[src/rtl/sram_march_bist.sv]
// March C- BIST controller for a single-port bit-masked SRAM macro.
// Drives the macro BIST port and reports pass/fail with first-fail diagnostics.
module sram_march_bist #(
   parameter int                ADDR_W = 9,
   parameter int                DATA_W = 32,
   parameter logic [DATA_W-1:0] BG     = {DATA_W{1'b0}}
) (
   input  logic              clk_i,
   input  logic              rst_i,
   input  logic              start_i,
   output logic              bist_en_o,
   output logic              bist_men_o,
   output logic              bist_wen_o,
   output logic              bist_ren_o,
   output logic [ADDR_W-1:0] bist_addr_o,
   output logic [DATA_W-1:0] bist_din_o,
   output logic [DATA_W-1:0] bist_bm_o,
   input  logic [DATA_W-1:0] sram_dout_i,
   output logic              busy_o,
   output logic              done_o,
   output logic              fail_o,
   output logic [ADDR_W-1:0] fail_addr_o,
   output logic [2:0]        fail_elem_o,
   output logic [15:0]       fail_cnt_o
);

   localparam logic [1:0] S_IDLE  = 2'd0;
   localparam logic [1:0] S_RUN   = 2'd1;
   localparam logic [1:0] S_DRAIN = 2'd2;
   localparam logic [1:0] S_DONE  = 2'd3;

   localparam logic [ADDR_W-1:0] A_MAX = {ADDR_W{1'b1}};
   localparam logic [ADDR_W-1:0] A_MIN = {ADDR_W{1'b0}};

   logic [1:0]        state_q, state_d;
   logic [2:0]        elem_q, elem_d;
   logic              op_q, op_d;
   logic [ADDR_W-1:0] addr_q, addr_d;

   logic              cmp_vld_q, cmp_vld_d;
   logic [DATA_W-1:0] cmp_exp_q, cmp_exp_d;
   logic [ADDR_W-1:0] cmp_addr_q, cmp_addr_d;
   logic [2:0]        cmp_elem_q, cmp_elem_d;

   logic              fail_q, fail_d;
   logic [ADDR_W-1:0] faddr_q, faddr_d;
   logic [2:0]        felem_q, felem_d;
   logic [15:0]       fcnt_q, fcnt_d;

   logic run, drain, idle_like;
   logic desc, two_op, is_rd, rd_inv, wr_inv;
   logic last_op, last_addr, miscmp, clr;

   assign run       = (state_q == S_RUN);
   assign drain     = (state_q == S_DRAIN);
   assign idle_like = (state_q == S_IDLE) || (state_q == S_DONE);

   // Elements 1..4 are read-then-write; 0 is write-only, 5 is read-only.
   assign desc      = (elem_q == 3'd3) || (elem_q == 3'd4);
   assign two_op    = (elem_q != 3'd0) && (elem_q != 3'd5);
   assign is_rd     = (elem_q == 3'd5) || (two_op && !op_q);
   assign rd_inv    = (elem_q == 3'd2) || (elem_q == 3'd4);
   assign wr_inv    = (elem_q == 3'd1) || (elem_q == 3'd3);
   assign last_op   = !two_op || op_q;
   assign last_addr = desc ? (addr_q == A_MIN) : (addr_q == A_MAX);

   always_comb begin
      state_d = state_q;
      elem_d  = elem_q;
      op_d    = op_q;
      addr_d  = addr_q;
      case (state_q)
         S_IDLE, S_DONE: begin
            if (start_i) begin
               state_d = S_RUN;
               elem_d  = 3'd0;
               op_d    = 1'b0;
               addr_d  = A_MIN;
            end
         end
         S_RUN: begin
            if (!last_op) begin
               op_d = 1'b1;
            end else begin
               op_d = 1'b0;
               if (!last_addr) begin
                  addr_d = desc ? addr_q - 1'b1 : addr_q + 1'b1;
               end else if (elem_q == 3'd5) begin
                  state_d = S_DRAIN;
               end else begin
                  elem_d = elem_q + 3'd1;
                  addr_d = ((elem_q == 3'd2) || (elem_q == 3'd3))
                           ? A_MAX : A_MIN;
               end
            end
         end
         default: state_d = S_DONE;
      endcase
   end

   assign cmp_vld_d  = run && is_rd;
   assign cmp_exp_d  = rd_inv ? ~BG : BG;
   assign cmp_addr_d = addr_q;
   assign cmp_elem_d = elem_q;

   assign miscmp = cmp_vld_q && (sram_dout_i != cmp_exp_q);
   assign clr    = idle_like && start_i;

   always_comb begin
      fail_d  = fail_q;
      faddr_d = faddr_q;
      felem_d = felem_q;
      fcnt_d  = fcnt_q;
      if (clr) begin
         fail_d  = 1'b0;
         faddr_d = A_MIN;
         felem_d = 3'd0;
         fcnt_d  = 16'd0;
      end else if (miscmp) begin
         if (fcnt_q != 16'hFFFF) fcnt_d = fcnt_q + 16'd1;
         if (!fail_q) begin
            fail_d  = 1'b1;
            faddr_d = cmp_addr_q;
            felem_d = cmp_elem_q;
         end
      end
   end

   always_ff @(posedge clk_i or posedge rst_i) begin
      if (rst_i) begin
         state_q    <= S_IDLE;
         elem_q     <= 3'd0;
         op_q       <= 1'b0;
         addr_q     <= A_MIN;
         cmp_vld_q  <= 1'b0;
         cmp_exp_q  <= '0;
         cmp_addr_q <= A_MIN;
         cmp_elem_q <= 3'd0;
         fail_q     <= 1'b0;
         faddr_q    <= A_MIN;
         felem_q    <= 3'd0;
         fcnt_q     <= 16'd0;
      end else begin
         state_q    <= state_d;
         elem_q     <= elem_d;
         op_q       <= op_d;
         addr_q     <= addr_d;
         cmp_vld_q  <= cmp_vld_d;
         cmp_exp_q  <= cmp_exp_d;
         cmp_addr_q <= cmp_addr_d;
         cmp_elem_q <= cmp_elem_d;
         fail_q     <= fail_d;
         faddr_q    <= faddr_d;
         felem_q    <= felem_d;
         fcnt_q     <= fcnt_d;
      end
   end

   // DRAIN keeps the BIST port selected so the last read data returns.
   assign bist_en_o   = run || drain;
   assign busy_o      = run || drain;
   assign done_o      = (state_q == S_DONE);
   assign bist_bm_o   = bist_en_o ? {DATA_W{1'b1}} : {DATA_W{1'b0}};
   assign bist_men_o  = run;
   assign bist_wen_o  = run && !is_rd;
   assign bist_ren_o  = run && is_rd;
   assign bist_addr_o = run ? addr_q : A_MIN;
   assign bist_din_o  = (run && !is_rd) ? (wr_inv ? ~BG : BG)
                                        : {DATA_W{1'b0}};
   assign fail_o      = fail_q;
   assign fail_addr_o = faddr_q;
   assign fail_elem_o = felem_q;
   assign fail_cnt_o  = fcnt_q;

endmodule

[config.mk]
export PLATFORM = sky130hd
export DESIGN_NAME = sram_march_bist
export DESIGN_NICKNAME = d
export VERILOG_FILES = /design/src/rtl/sram_march_bist.sv
export SDC_FILE = /design/constraint.sdc
export NUM_CORES = 1
export LEC_CHECK = 0
export ABC_AREA = 1
export CAP_MARGIN = 20
export CORE_AREA = 2 2 135 137
export CTS_CLUSTER_SIZE = 24
export DETAILED_ROUTE_END_ITERATION = 10
export DIE_AREA = 0 0 137 139
export GPL_ROUTABILITY_DRIVEN = 0
export GPL_TIMING_DRIVEN = 1
export SLEW_MARGIN = 20
export SYNTH_ARGS = -nofsm -noshare
export SYNTH_HDL_FRONTEND = slang
export SYNTH_SLANG_ARGS = --single-unit
[constraint.sdc]
create_clock -name clk_i -period 8.27 [get_ports clk_i]
set_input_delay 1.654 -clock clk_i [delete_from_list [all_inputs] [get_ports clk_i]]
set_output_delay 1.654 -clock clk_i [all_outputs]
set_load 0.05 [all_outputs]
==> flow_summary_export.csv <==
group,metric,value,unit
critical_path,path_buf_inv,3,
floorplanning,dieHeight,139,um
global_routing,grt_max_degree,59,
cts,clock_sinks,58,
power,p_leak,2.837,nW
hold_path,worstHoldPathCells,0,
flow_run,cap_violations,0,
logic_synthesis,async_flop_share,1.000,
logic_synthesis,synthAdderAreaFrac,0.05711,
route,dr.first_iter.drc_count,185,
finish,nNetsFinal,696,
floorplanning,die-area,19040,um2
sta,rsz0062_at_grt,"no",
logic_synthesis,synth.cells.most_frequent,"nand2_1 (137), buf_4 (65), inv_1 (61), dfrtp_1 (58), nand3_1 (54)",
critical_path,startpoint_type,"flop",
cts,clk_path_buf_depth,2,
critical_path,cp_top_family,"buffers and inverters",
sta,drv_slew,0,
logic_synthesis,ys.flop_type,"dfrtp_1",
floorplanning,ios,143,
power,powerDensity,444.7,nW/um2
place,dpl.cell_count,860,
cts,cts.repair.resized,0,
critical_path,worstPathCellList,"inv_1, ha_1, nand2_4, nor3_2, buf_4, clkdlybuf4s50_1",
floorplanning,die_x,137,um
run_status,status,"complete, no violations",
cts,h-tree-depth,3,
floorplanning,start_util,0.2432,
sta,finalCritPeriodShare,0.5664,
critical_path,crit_cells,6,
global_routing,grt_pass1_vias,3424,
route,drc_errors,0,
finish,drive_above_1_share,0.08501,
cts,numCtsBuffers,9,
floorplanning,core.rowCount,49,
route,post_drt_wl_per_cell,11.77,um
logic_synthesis,yosysSeqAreaShare,0.3380,
sta,setup_viol,0,
critical_path,required,6620,ps
global_routing,grt_first_pass_wirelength,16770,um
finish,fillers,1850,
logic_synthesis,synth_most_common_cell,"nand2_1",
route,routed_wl,10310,um
logic_synthesis,synth_xor_area_frac,0.03059,
finish,syn2layout_area_growth,34.59,%
critical_path,arrival,3030,ps
sta,worst_slew_pin_slew,950.4,ps
logic_synthesis,synth_top_family_by_area,"simple AND/OR/NAND/NOR gates",
logic_synthesis,ys_ff_latch,58,
power,peakVddDrop,0.4429,mV
global_routing,antenna_found_initial,0,
place,post-dp-hpwl,7476,um
logic_synthesis,synth_area_leaders,"dfrtp_1 (34%), nand2_1 (12%), buf_4 (11%)",
critical_path,r2r_cells,10,
logic_synthesis,post-synth-top-area-cell,"dfrtp_1",
logic_synthesis,syn_area,4294,um2
logic_synthesis,synth-simple-area-share,0.3517,
cts,cts_tree,"yes",
place,port_buffers,142,
logic_synthesis,synth_compound_area_frac,0.02681,
hold_path,min_path_type,"reg -> reg",
route,drt_first_pass_iters,4,
critical_path,end_kind,"output pin",
sta,slew-limit-headroom,0.3657,
sta,final.setup.tns,0,ps
cts,postCtsHoldBufs,0,
cts,cts_setup_buffers,0,
sta,period_minus_slack,4684,ps
logic_synthesis,syn_area_per_cell,7.614,um2
logic_synthesis,syn-instance-count,564,
cts,clk_latency,330,ps
sta,hold_viol,0,
global_routing,grt_overflow,0,
finish,diodes,0,
logic_synthesis,synth_top_area_share,0.3380,
route,viasPerCell,4.184,
sta,finClkSkew,7.123,ps
route,num_vias,3665,
cts,path_clk_slew,60,ps
sta,hold_slack,445.0,ps
logic_synthesis,ys_types,36,
cts,clk_root_buffer_cell,"clkbuf_16",
critical_path,slowest_stage,"clkdlybuf4s50_1",
sta,max_freq,213.5,MHz
logic_synthesis,synthesis.nets,618,
route,final_antenna_net_count,0,
critical_path,crit_type,"reg -> out",
floorplanning,core-area,17660,um2
logic_synthesis,yosysWarnings,0,
critical_path,critPathMaxFanout,32,
critical_path,max_stage_delay,860,ps
finish,fin_cells,876,
logic_synthesis,synthMuxAreaShare,0,
logic_synthesis,synth_edf_count,0,
global_routing,grtUsageTotal,0.1095,
## metal layers
layer,share of wire,up-vias,global-route usage
li1,-,1893,-
met1,0.47,1685,0.1411
met2,0.48,76,0.1807
met3,0.048,11,0.03034
met4,0.010,0,0.02550
met5,0,-,0
## path summary, 6_finish.rpt
path | start | slack (ps) | to
hold reg to reg | cmp_elem_d[0]$_DFFE_PP0P_ | 450 | cmp_elem_q[0]$_DFF_PP0_
setup reg to reg | state_q[0]$_DFFE_PP0P_ | 5690 | addr_q[8]$_DFFE_PP0P_
setup / recovery | state_q[1]$_DFFE_PP0P_ | 3590 | bist_din_o[3]
max in group asynchronous | rst_i | 5900 | cmp_addr_q[6]$_DFF_PP0_
min in group asynchronous | rst_i | 1860 | fail_addr_o[0]$_DFFE_PP0P_
hold / removal | cmp_elem_d[0]$_DFFE_PP0P_ | 450 | cmp_elem_q[0]$_DFF_PP0_
## cell type report
cell class	instances	area (um2)	area share
multi-input combinational	359	2007	0.3473
sequential	58	1451	0.2511
timing repair buffer	146	1451	0.2511
tap	229	286.5	0.04958
inverter	68	262.8	0.04546
clock buffer	11	242.7	0.04200
clock inverter	5	77.57	0.01342
## layout by cell type (no fill, tap or decap), drive strengths merged
master         count
a21oi              8
buf                4
bufinv             2
clkbuf            11
clkdlybuf4s50    142
clkinv             3
clkinvlp           1
dfrtp             58
fa                 1
ha                18
inv               67
nand2            148
nand3             58
nand3b             5
nand4             31
nor2              49
nor3               9
o21ai             12
o21bai             1
or2                4
xnor2              3
xor2              12
## logic make-up (layout without fill, tap and decap cells)
| group | count (synthesis) | count (layout) |
|---|---|---|
| compound gates | 21 | 21 |
| fa+ha+maj | 19 | 19 |
| flops | 58 | 58 |
| buf+inv | 147 | 230 |
| simple gates | 304 | 304 |
| xor+xnor | 15 | 15 |
## per-stage QoR
step / setup WS (ps) / power, mW / instance area, um2 / util
5_1_grt: 3370 / 2.691 / 5779 / 0.3273
6_report: 3586 / 2.570 / 5779 / 0.3273
2_1_floorplan: 2107 / 1.910 / 4294 / -
4_1_cts: 3523 / 2.593 / 5779 / 0.3273
3_3_place_gp: 3958 / 2.176 / 5459 / 0.3092
3_5_place_dp: 3898 / 2.182 / 5459 / 0.3092
## flip-flops by register name, indices dropped and copies added (netlist names)
signal / count
cmp_vld_q: 1
fail_elem_o: 3
fail_addr_o: 9
cmp_elem_d: 3
cmp_addr_q: 9
addr_q: 9
cmp_exp_q: 1
state_q: 2
cmp_elem_q: 3
op_q: 1
fail_o: 1
fail_cnt_o: 16
## power breakdown
part,internal (mW),switching [mW],total [mW]
combinational,0.514,1.26,1.77
sequential,0.339,0.0540,0.393
clock,0.271,0.133,0.404
No activity file was read; power rests on OpenSTA's default activity.
